--- src/rtl/uart_rx_fifo.sv ---
// Receive-side frame buffer behind the UART receiver: first-word-fall-through
// FIFO drained by valid/ready, with sticky overflow and framing-error counting.
module uart_rx_fifo #(
    parameter int unsigned DEPTH = 8,
    parameter int unsigned WIDTH = 9
) (
    input  logic                     clock,
    input  logic                     reset,
    input  logic [WIDTH-1:0]         rx_data,
    input  logic                     rx_done,
    input  logic                     rx_framing_error,
    output logic [WIDTH-1:0]         rd_data,
    output logic                     rd_valid,
    input  logic                     rd_ready,
    output logic [$clog2(DEPTH):0]   count,
    output logic                     full,
    output logic                     empty,
    output logic                     overflow,
    input  logic                     clear_overflow,
    output logic [7:0]               error_count
);

    localparam int unsigned AW = $clog2(DEPTH);
    localparam logic [AW-1:0] PTR_ONE  = 1;
    localparam logic [AW:0]   CNT_ONE  = 1;
    localparam logic [AW:0]   CNT_FULL = (AW+1)'(DEPTH);

    logic [WIDTH-1:0] mem [DEPTH];
    logic [AW-1:0]    wr_ptr;
    logic [AW-1:0]    rd_ptr;
    logic             fe_prev;
    logic             frame_ok;
    logic             push;
    logic             pop;
    logic             drop;
    logic             fe_event;

    assign empty    = (count == '0);
    assign full     = (count == CNT_FULL);
    assign rd_valid = !empty;
    assign rd_data  = mem[rd_ptr];

    // A frame arriving with the framing error high is discarded outright.
    assign frame_ok = rx_done & !rx_framing_error;
    assign pop      = rd_valid & rd_ready;
    assign push     = frame_ok & (!full | pop);
    assign drop     = frame_ok & full & !pop;
    assign fe_event = rx_framing_error & !fe_prev;

    always_ff @(posedge clock) begin
        if (push) begin
            mem[wr_ptr] <= rx_data;
        end
    end

    always_ff @(posedge clock or negedge reset) begin
        if (!reset) begin
            wr_ptr <= '0;
            rd_ptr <= '0;
            count  <= '0;
        end else begin
            if (push) begin
                wr_ptr <= wr_ptr + PTR_ONE;
            end
            if (pop) begin
                rd_ptr <= rd_ptr + PTR_ONE;
            end
            if (push && !pop) begin
                count <= count + CNT_ONE;
            end else if (pop && !push) begin
                count <= count - CNT_ONE;
            end
        end
    end

    always_ff @(posedge clock or negedge reset) begin
        if (!reset) begin
            overflow    <= 1'b0;
            fe_prev     <= 1'b0;
            error_count <= '0;
        end else begin
            // A drop in the same cycle as a clear keeps the flag set.
            if (drop) begin
                overflow <= 1'b1;
            end else if (clear_overflow) begin
                overflow <= 1'b0;
            end
            fe_prev <= rx_framing_error;
            if (fe_event && error_count != '1) begin
                error_count <= error_count + 8'd1;
            end
        end
    end

endmodule

--- config.mk ---
export PLATFORM = sky130hd
export DESIGN_NAME = uart_rx_fifo
export DESIGN_NICKNAME = d
export VERILOG_FILES = /design/src/rtl/uart_rx_fifo.sv
export SDC_FILE = /design/constraint.sdc
export NUM_CORES = 1
export LEC_CHECK = 0
export BUFFER_PORTS_ARGS = -buffer_cell sky130_fd_sc_hd__buf_2
export CAP_MARGIN = 20
export CORE_MARGIN = 3
export CORE_UTILIZATION = 32
export DETAILED_ROUTE_END_ITERATION = 8
export GPL_TIMING_DRIVEN = 0
export SLEW_MARGIN = 20
export SYNTH_ARGS = -nofsm -noshare
export SYNTH_HDL_FRONTEND = slang
export SYNTH_SLANG_ARGS = --single-unit
--- constraint.sdc ---
create_clock -name clock -period 2.8 [get_ports clock]
set_input_delay 0.7 -clock clock [delete_from_list [all_inputs] [get_ports clock]]
set_output_delay 0.7 -clock clock [all_outputs]
set_load 0.02 [all_outputs]
==> impl_metrics.env, run 1 <==
export IMPL_slowest_delay_ns=0.50
export IMPL_cts_buffer_depth=2
export IMPL_switching_power_w=0.001547
export IMPL_cp_arrival_ns=2.88
export IMPL_portBuffers=39
export IMPL_remaining_drc_errors=0
export IMPL_rows=39
export IMPL_internal_power_w=0.003213
export IMPL_start_kind="flip-flop"
export IMPL_design_die_area_mm2=0.01339
export IMPL_clock_latency_ns=0.33
export IMPL_antenna_found_initial=0
export IMPL_synth_edf_count=72
export IMPL_drt_iter0_drc=183
export IMPL_core_mm2=0.01161
export IMPL_syn_area_mm2=0.003852
export IMPL_ys_warn_count=0
export IMPL_drive_gt1_share_pct=40.99
export IMPL_antenna_cells=0
export IMPL_worstHoldPathType="input port to async pin"
export IMPL_setup_violations=0
export IMPL_place_inst=405
export IMPL_grt_pass1_wl_um=11230
export IMPL_io_pins=40
export IMPL_grt_max_degree=21
export IMPL_hold_violations=0
export IMPL_multi_input_area_mm2=0.001171
export IMPL_dp_hpwl_um=4858
export IMPL_yosysSeqAreaShare_pct=69.11
export IMPL_final_net_count=301
export IMPL_clock_fmax_mhz=374.2
export IMPL_globalplace_congestion=0.7744
export IMPL_synth_async_reset_ratio_pct=21.74
export IMPL_swShare_pct=32.50
export IMPL_synthesis_nets=237
export IMPL_path_max_fanout=6
export IMPL_cts_root_buf="clkbuf_16"
export IMPL_cts_tree="yes"
export IMPL_synth_cell_types=43
export IMPL_ff_latch_area_mm2=0.002665
export IMPL_p_leak_nw=1.696
export IMPL_final_util_pct=40.45
export IMPL_clk_pin_slew_ns=0.06
export IMPL_final_area_mm2=0.004698
export IMPL_comb_power_share_pct=37.2
export IMPL_wl_um=7244
export IMPL_grt_ovfl_total=0
export IMPL_totalPowerFinal_w=0.004760
export IMPL_ir_worst_vdd_mv=0.5801
export IMPL_path_cells="or4b_1, buf_2, o21ai_4, inv_1, ha_2, inv_2, ha_4, or4_1, o211ai_1, o211ai_1"
export IMPL_fin_cells=426
export IMPL_powerDensity_mw_per_mm2=1013
export IMPL_drtPass1Iterations=4
export IMPL_slew_violations=0
export IMPL_critPathRequiredTime_ns=3.01
export IMPL_avgSynthCellArea_um2=17.92
export IMPL_slew_limit_headroom_pct=29.13
export IMPL_fp_dieW_um=115.7
export IMPL_dr_total_vias=2121
export IMPL_via_per_inst=4.979
export IMPL_layout_setup_ws_ns=0.1275
export IMPL_outcome="finished clean"
export IMPL_synth_seq_cells=92
export IMPL_fin_worst_skew_ns=0.005995
export IMPL_grt_use_total_pct=11.51
export IMPL_endpoint_kind="flip-flop"
export IMPL_synth_ff_type="edfxtp_1"
export IMPL_crit_type="flip-flop to flip-flop"
export IMPL_fill_cells=1067
export IMPL_die_y_um=115.7
export IMPL_final_antenna_net_count=0
export IMPL_fin_crit_sh_pct=95.45
export IMPL_period_minus_slack_ns=2.673
export IMPL_numCtsBuffers=9
export IMPL_cts_sinks=92
export IMPL_maxCapViolCount=0
export IMPL_place_area_mm2=0.004339
export IMPL_tightest_slew_ns=1.059
export IMPL_htree_levels=3
export IMPL_cp_top_family="simple AND/OR/NAND/NOR gates"
export IMPL_crit_top_cell="o211ai_1"
export IMPL_grt_pass1_vias=2008
export IMPL_area_growth_pct=21.96
export IMPL_wl_per_cell_um=17.00
export IMPL_p_clk_share_pct=24.2
export IMPL_pwr_share_seq_pct=38.6
export IMPL_start_util_pct=33.17
export IMPL_dp_slack_ns=-0.1444
export IMPL_crit_buf_inv=3
export IMPL_cpMaxStageDelayCell="or4b_1"
export IMPL_synthCells=215
cells by family (layout without fill, tap and decap cells):
| group | after synthesis | count (layout) | synth area share (%) |
|---|---|---|---|
| AOI/OAI and AO/OA | 18 | 18 | 3.313 |
| xor gates and xnor gates | 7 | 7 | 1.591 |
| adders and majority gates | 7 | 7 | 2.468 |
| buffers and inverters | 15 | 83 | 1.721 |
| DFF | 92 | 92 | 69.11 |
| muxes | 35 | 35 | 15.56 |
| and+or+nand+nor | 41 | 41 | 6.236 |
synth_stat cells (all sizes together) (2+ instances only):
| library cell | number | area [µm²] |
|---|---|---|
| a21oi | 6 | 30.03 |
| a31oi | 3 | 18.77 |
| and2 | 2 | 12.52 |
| and3 | 2 | 12.51 |
| buf | 6 | 31.27 |
| clkbuf | 4 | 16.26 |
| dfrtp | 20 | 500.5 |
| edfxtp | 72 | 2162 |
| ha | 6 | 75.07 |
| inv | 5 | 18.77 |
| mux2 | 16 | 183.9 |
| mux4 | 18 | 405.4 |
| nand2 | 6 | 22.52 |
| nand2b | 4 | 25.02 |
| nand3 | 5 | 25.02 |
| nand4 | 3 | 18.77 |
| nor2 | 3 | 11.26 |
| nor2b | 2 | 12.51 |
| nor3 | 4 | 20.02 |
| o211ai | 4 | 30.03 |
| o21ai | 2 | 21.27 |
| or4 | 2 | 15.01 |
| xnor2 | 6 | 52.55 |
stage by stage:
step                      hold WS (ns)  setup TNS (ns)
after floorplan                 0.4044               0
after global placement          0.4940          -27.67
after detailed placement        0.4987         -0.3662
after CTS                       0.3179               0
after global routing            0.3318       -0.007680
final                           0.3133               0
flip-flops by register name (all words and copies together), names as in the netlist:
signal / cells
mem: 72
error_count: 8
count: 4
rd_ptr: 3
wr_ptr: 3
fe_prev: 1
overflow: 1
layout by cell type, fill, tap and decap left out, drive strengths merged, types with 3 or more instances in the layout:
cell    instances
inv             5
nand2           6
dfrtp          20
mux2           16
clkbuf         14
edfxtp         72
clkinv          3
a31oi           3
nor2            3
ha              6
buf            59
nand3           5
nand4           3
nor3            4
nand2b          4
mux4           18
o211ai          4
a21oi           6
xnor2           6
final cells by class:
class                      count  share of cell area, %
sequential                    92                  56.72
multi-input combinational    108                  24.93
timing repair buffer          53                  6.445
clock buffer                  10                  4.874
tap                          143                  3.808
buffer                        10                  1.678
clock inverter                 5                  1.145
inverter                       5                 0.3995
power by group through the flow:
stage	Clock, W	Sequential, W	Combinational (W)
floorplan	0	0.00192	0.00113
global placement	0	0.00186	0.00164
detailed placement	0	0.00187	0.00169
CTS	0.00119	0.00184	0.00174
global route	0.00125	0.00186	0.00194
finish	0.00115	0.00184	0.00177
final timing paths:
check | from | to | slack, ns | cells past startpoint
hold reg to reg | overflow$_DFFE_PN0P_ | overflow$_DFFE_PN0P_ | 0.52 | 1
setup reg to reg | count[1]$_DFFE_PN0P_ | count[3]$_DFFE_PN0P_ | 0.13 | 10
min in group clock | rx_framing_error | fe_prev$_DFF_PN0_ | 0.51 | 1
setup / recovery | count[1]$_DFFE_PN0P_ | count[3]$_DFFE_PN0P_ | 0.13 | 10
max in group asynchronous | reset | count[0]$_DFFE_PN0P_ | 2.14 | 1
hold / removal | reset | count[2]$_DFFE_PN0P_ | 0.31 | 1
layer usage:
| metal | GRT usage [%] | vias to the layer above | share of wire [%] |
|---|---|---|---|
| li1 | - | 993 | - |
| met1 | 16.64 | 1055 | 48 |
| met2 | 16.36 | 67 | 44 |
| met3 | 4.021 | 6 | 6.5 |
| met4 | 3.712 | 0 | 1.1 |
| met5 | 0 | - | 0 |
repair_timing:
action,CTS,global route
pin swaps,1,0
endpoints found under the hold margin,0,0
hold buffers,0,0
setup endpoints to repair,10,10
resized for setup,7,3
setup buffers,1,5
Power figures use the tool's default switching activity.
==> run 2: changes to the inputs <==
==> constraint.sdc (replaced) <==
create_clock -name clock -period 2.8 [get_ports clock]
set_input_delay 0 -clock clock [delete_from_list [all_inputs] [get_ports clock]]
set_output_delay 0 -clock clock [all_outputs]
set_load 0.02 [all_outputs]
==> run 2 against run 1 <==
Against the previous run:
- largest cell class unchanged
- final area is 1.4% higher
- sequential power barely moved
- combinational power is 3% lower
- critical path type unchanged
- critical endpoint unchanged
- maximum frequency is essentially flat
- sequential share of layout area is 0.79 points lower
- highest routed layer unchanged
- clock skew about the same
==> impl_metrics.env, run 2 (same netlist as run 1, synthesis figures left out) <==
export IMPL_path_max_fanout=6
export IMPL_maxCapViolCount=0
export IMPL_setup_tns_ns=0
export IMPL_period_minus_slack_ns=2.670
export IMPL_grt_pass1_wl_um=11370
export IMPL_regMostFlops="mem"
export IMPL_numCtsBuffers=9
export IMPL_area_growth_pct=23.68
export IMPL_core_mm2=0.01161
export IMPL_wl_per_cell_um=16.82
export IMPL_cts_tree="yes"
export IMPL_globalplace_congestion=0.7744
export IMPL_cp_arrival_ns=2.88
export IMPL_cts_sinks=92
export IMPL_start_util_pct=33.17
export IMPL_p_leak_nw=1.718
export IMPL_drt_iter0_drc=170
export IMPL_drtPass1Iterations=6
export IMPL_fp_dieW_um=115.7
export IMPL_setup_violations=0
export IMPL_largest_reg_flops=72
export IMPL_final_area_mm2=0.004765
export IMPL_final_cell_mix="edfxtp_1 (72), buf_2 (42), mux4_2 (18), dfrtp_1 (18), mux2_2 (15)"
export IMPL_htree_levels=3
export IMPL_fin_worst_skew_ns=0.006037
export IMPL_grt_max_degree=21
export IMPL_portBuffers=39
export IMPL_biggestRegsByFlops="mem (72), error_count (8), count (4)"
export IMPL_tightest_slew_ns=1.025
export IMPL_grt_pass1_vias=2077
export IMPL_drive_gt1_share_pct=38.36
export IMPL_io_pins=40
export IMPL_hold_violations=0
export IMPL_crit_top_cell="o211ai_1"
export IMPL_start_kind="flip-flop"
export IMPL_rows=39
export IMPL_final_common_cell="edfxtp_1"
export IMPL_remaining_drc_errors=0
export IMPL_grt_ovfl_total=0
export IMPL_via_per_inst=4.933
export IMPL_die_y_um=115.7
export IMPL_worstHoldPathType="input port to flip-flop"
export IMPL_grt_use_total_pct=11.62
export IMPL_powerDensity_mw_per_mm2=984.8
export IMPL_design_die_area_mm2=0.01339
export IMPL_final_antenna_net_count=0
export IMPL_slowest_delay_ns=0.50
export IMPL_hold_slack_ns=0.01254
export IMPL_cts_buffer_depth=2
export IMPL_slew_limit_headroom_pct=31.39
export IMPL_fin_crit_sh_pct=95.36
export IMPL_dp_hpwl_um=4858
export IMPL_outcome="finished clean"
export IMPL_clk_pin_slew_ns=0.06
export IMPL_ir_worst_vdd_mv=0.5918
export IMPL_cts_root_buf="clkbuf_16"
export IMPL_path_cells="or4b_1, buf_2, o21ai_4, inv_1, ha_2, inv_2, ha_4, or4_1, o211ai_1, o211ai_1"
export IMPL_dr_total_vias=2146
export IMPL_cpMaxStageDelayCell="or4b_1"
export IMPL_place_area_mm2=0.004339
export IMPL_clock_latency_ns=0.33
export IMPL_clock_fmax_mhz=374.5
export IMPL_endpoint_kind="flip-flop"
export IMPL_wl_um=7317
export IMPL_final_net_count=310
export IMPL_totalPowerFinal_w=0.004692
export IMPL_slew_violations=0
export IMPL_antenna_cells=0
export IMPL_place_inst=405
export IMPL_antenna_found_initial=0
export IMPL_critPathRequiredTime_ns=3.01
export IMPL_fin_cells=435
export IMPL_crit_type="flip-flop to flip-flop"
-- run 2: metal layers --
metal | share of wire, % | vias to the layer above | track usage, % | routed length, µm
met4 | 1.1 | 0 | 3.712 | 77
met1 | 50 | 1067 | 16.75 | 3622
met2 | 44 | 61 | 16.67 | 3211
met5 | 0 | - | 0 | 0
li1 | - | 1012 | - | -
met3 | 5.5 | 6 | 3.969 | 405
-- run 2: final timing paths --
kind,startpoint,end,slack (ns),cells after the start
min in group asynchronous,reset,count[2]$_DFFE_PN0P_,0.16,2
min reg2reg,overflow$_DFFE_PN0P_,overflow$_DFFE_PN0P_,0.52,1
max,count[1]$_DFFE_PN0P_,count[3]$_DFFE_PN0P_,0.13,10
min,rd_ready,rd_ptr[2]$_DFFE_PN0N_,0.01,3
max in group asynchronous,reset,count[0]$_DFFE_PN0P_,2.29,2
max reg2reg,count[1]$_DFFE_PN0P_,count[3]$_DFFE_PN0P_,0.13,10
-- run 2: metrics by stage --
step	utilization, %	worst slack (ns)
3_5_place_dp	37.36	-0.1444
6_report	41.03	0.1298
2_1_floorplan	-	0.04133
3_3_place_gp	36.54	-0.4858
5_1_grt	41.03	-0.007680
4_1_cts	40.90	0.07900
-- run 2: final cells by class --
class / instances / area [µm²]
repair buffers: 62 / 400.4
clock inverters: 5 / 53.80
clock buffers: 10 / 229.0
well taps: 143 / 178.9
flip-flops and latches: 92 / 2665
fillers: 1061 / 6849
multi-input cells: 108 / 1171
plain buffers: 10 / 47.55
inverters: 5 / 18.77
-- run 2: power breakdown --
group	switching, W	total (W)	internal [W]
Combinational	0.000918	0.00171	0.000789
Sequential	0.000151	0.00183	0.00168
Clock	0.000472	0.00115	0.000682
-- run 2: repair_timing --
item,in CTS,in global routing
buffers inserted,1,2
pin swaps,1,0
hold buffers,12,0
hold endpoints to repair,94,0
resized for setup,0,0
endpoints found under the setup margin,1,1
-- run 2: worst max-delay path: cells and delay by family (launching register included) --
family | cells | cell delay [ns]
buffers and inverters | 3 | 0.34
DFF | 1 | 0.44
and+or+nand+nor | 2 | 1.00
adders and majority gates | 2 | 0.43
AOI/OAI and AO/OA | 3 | 0.31
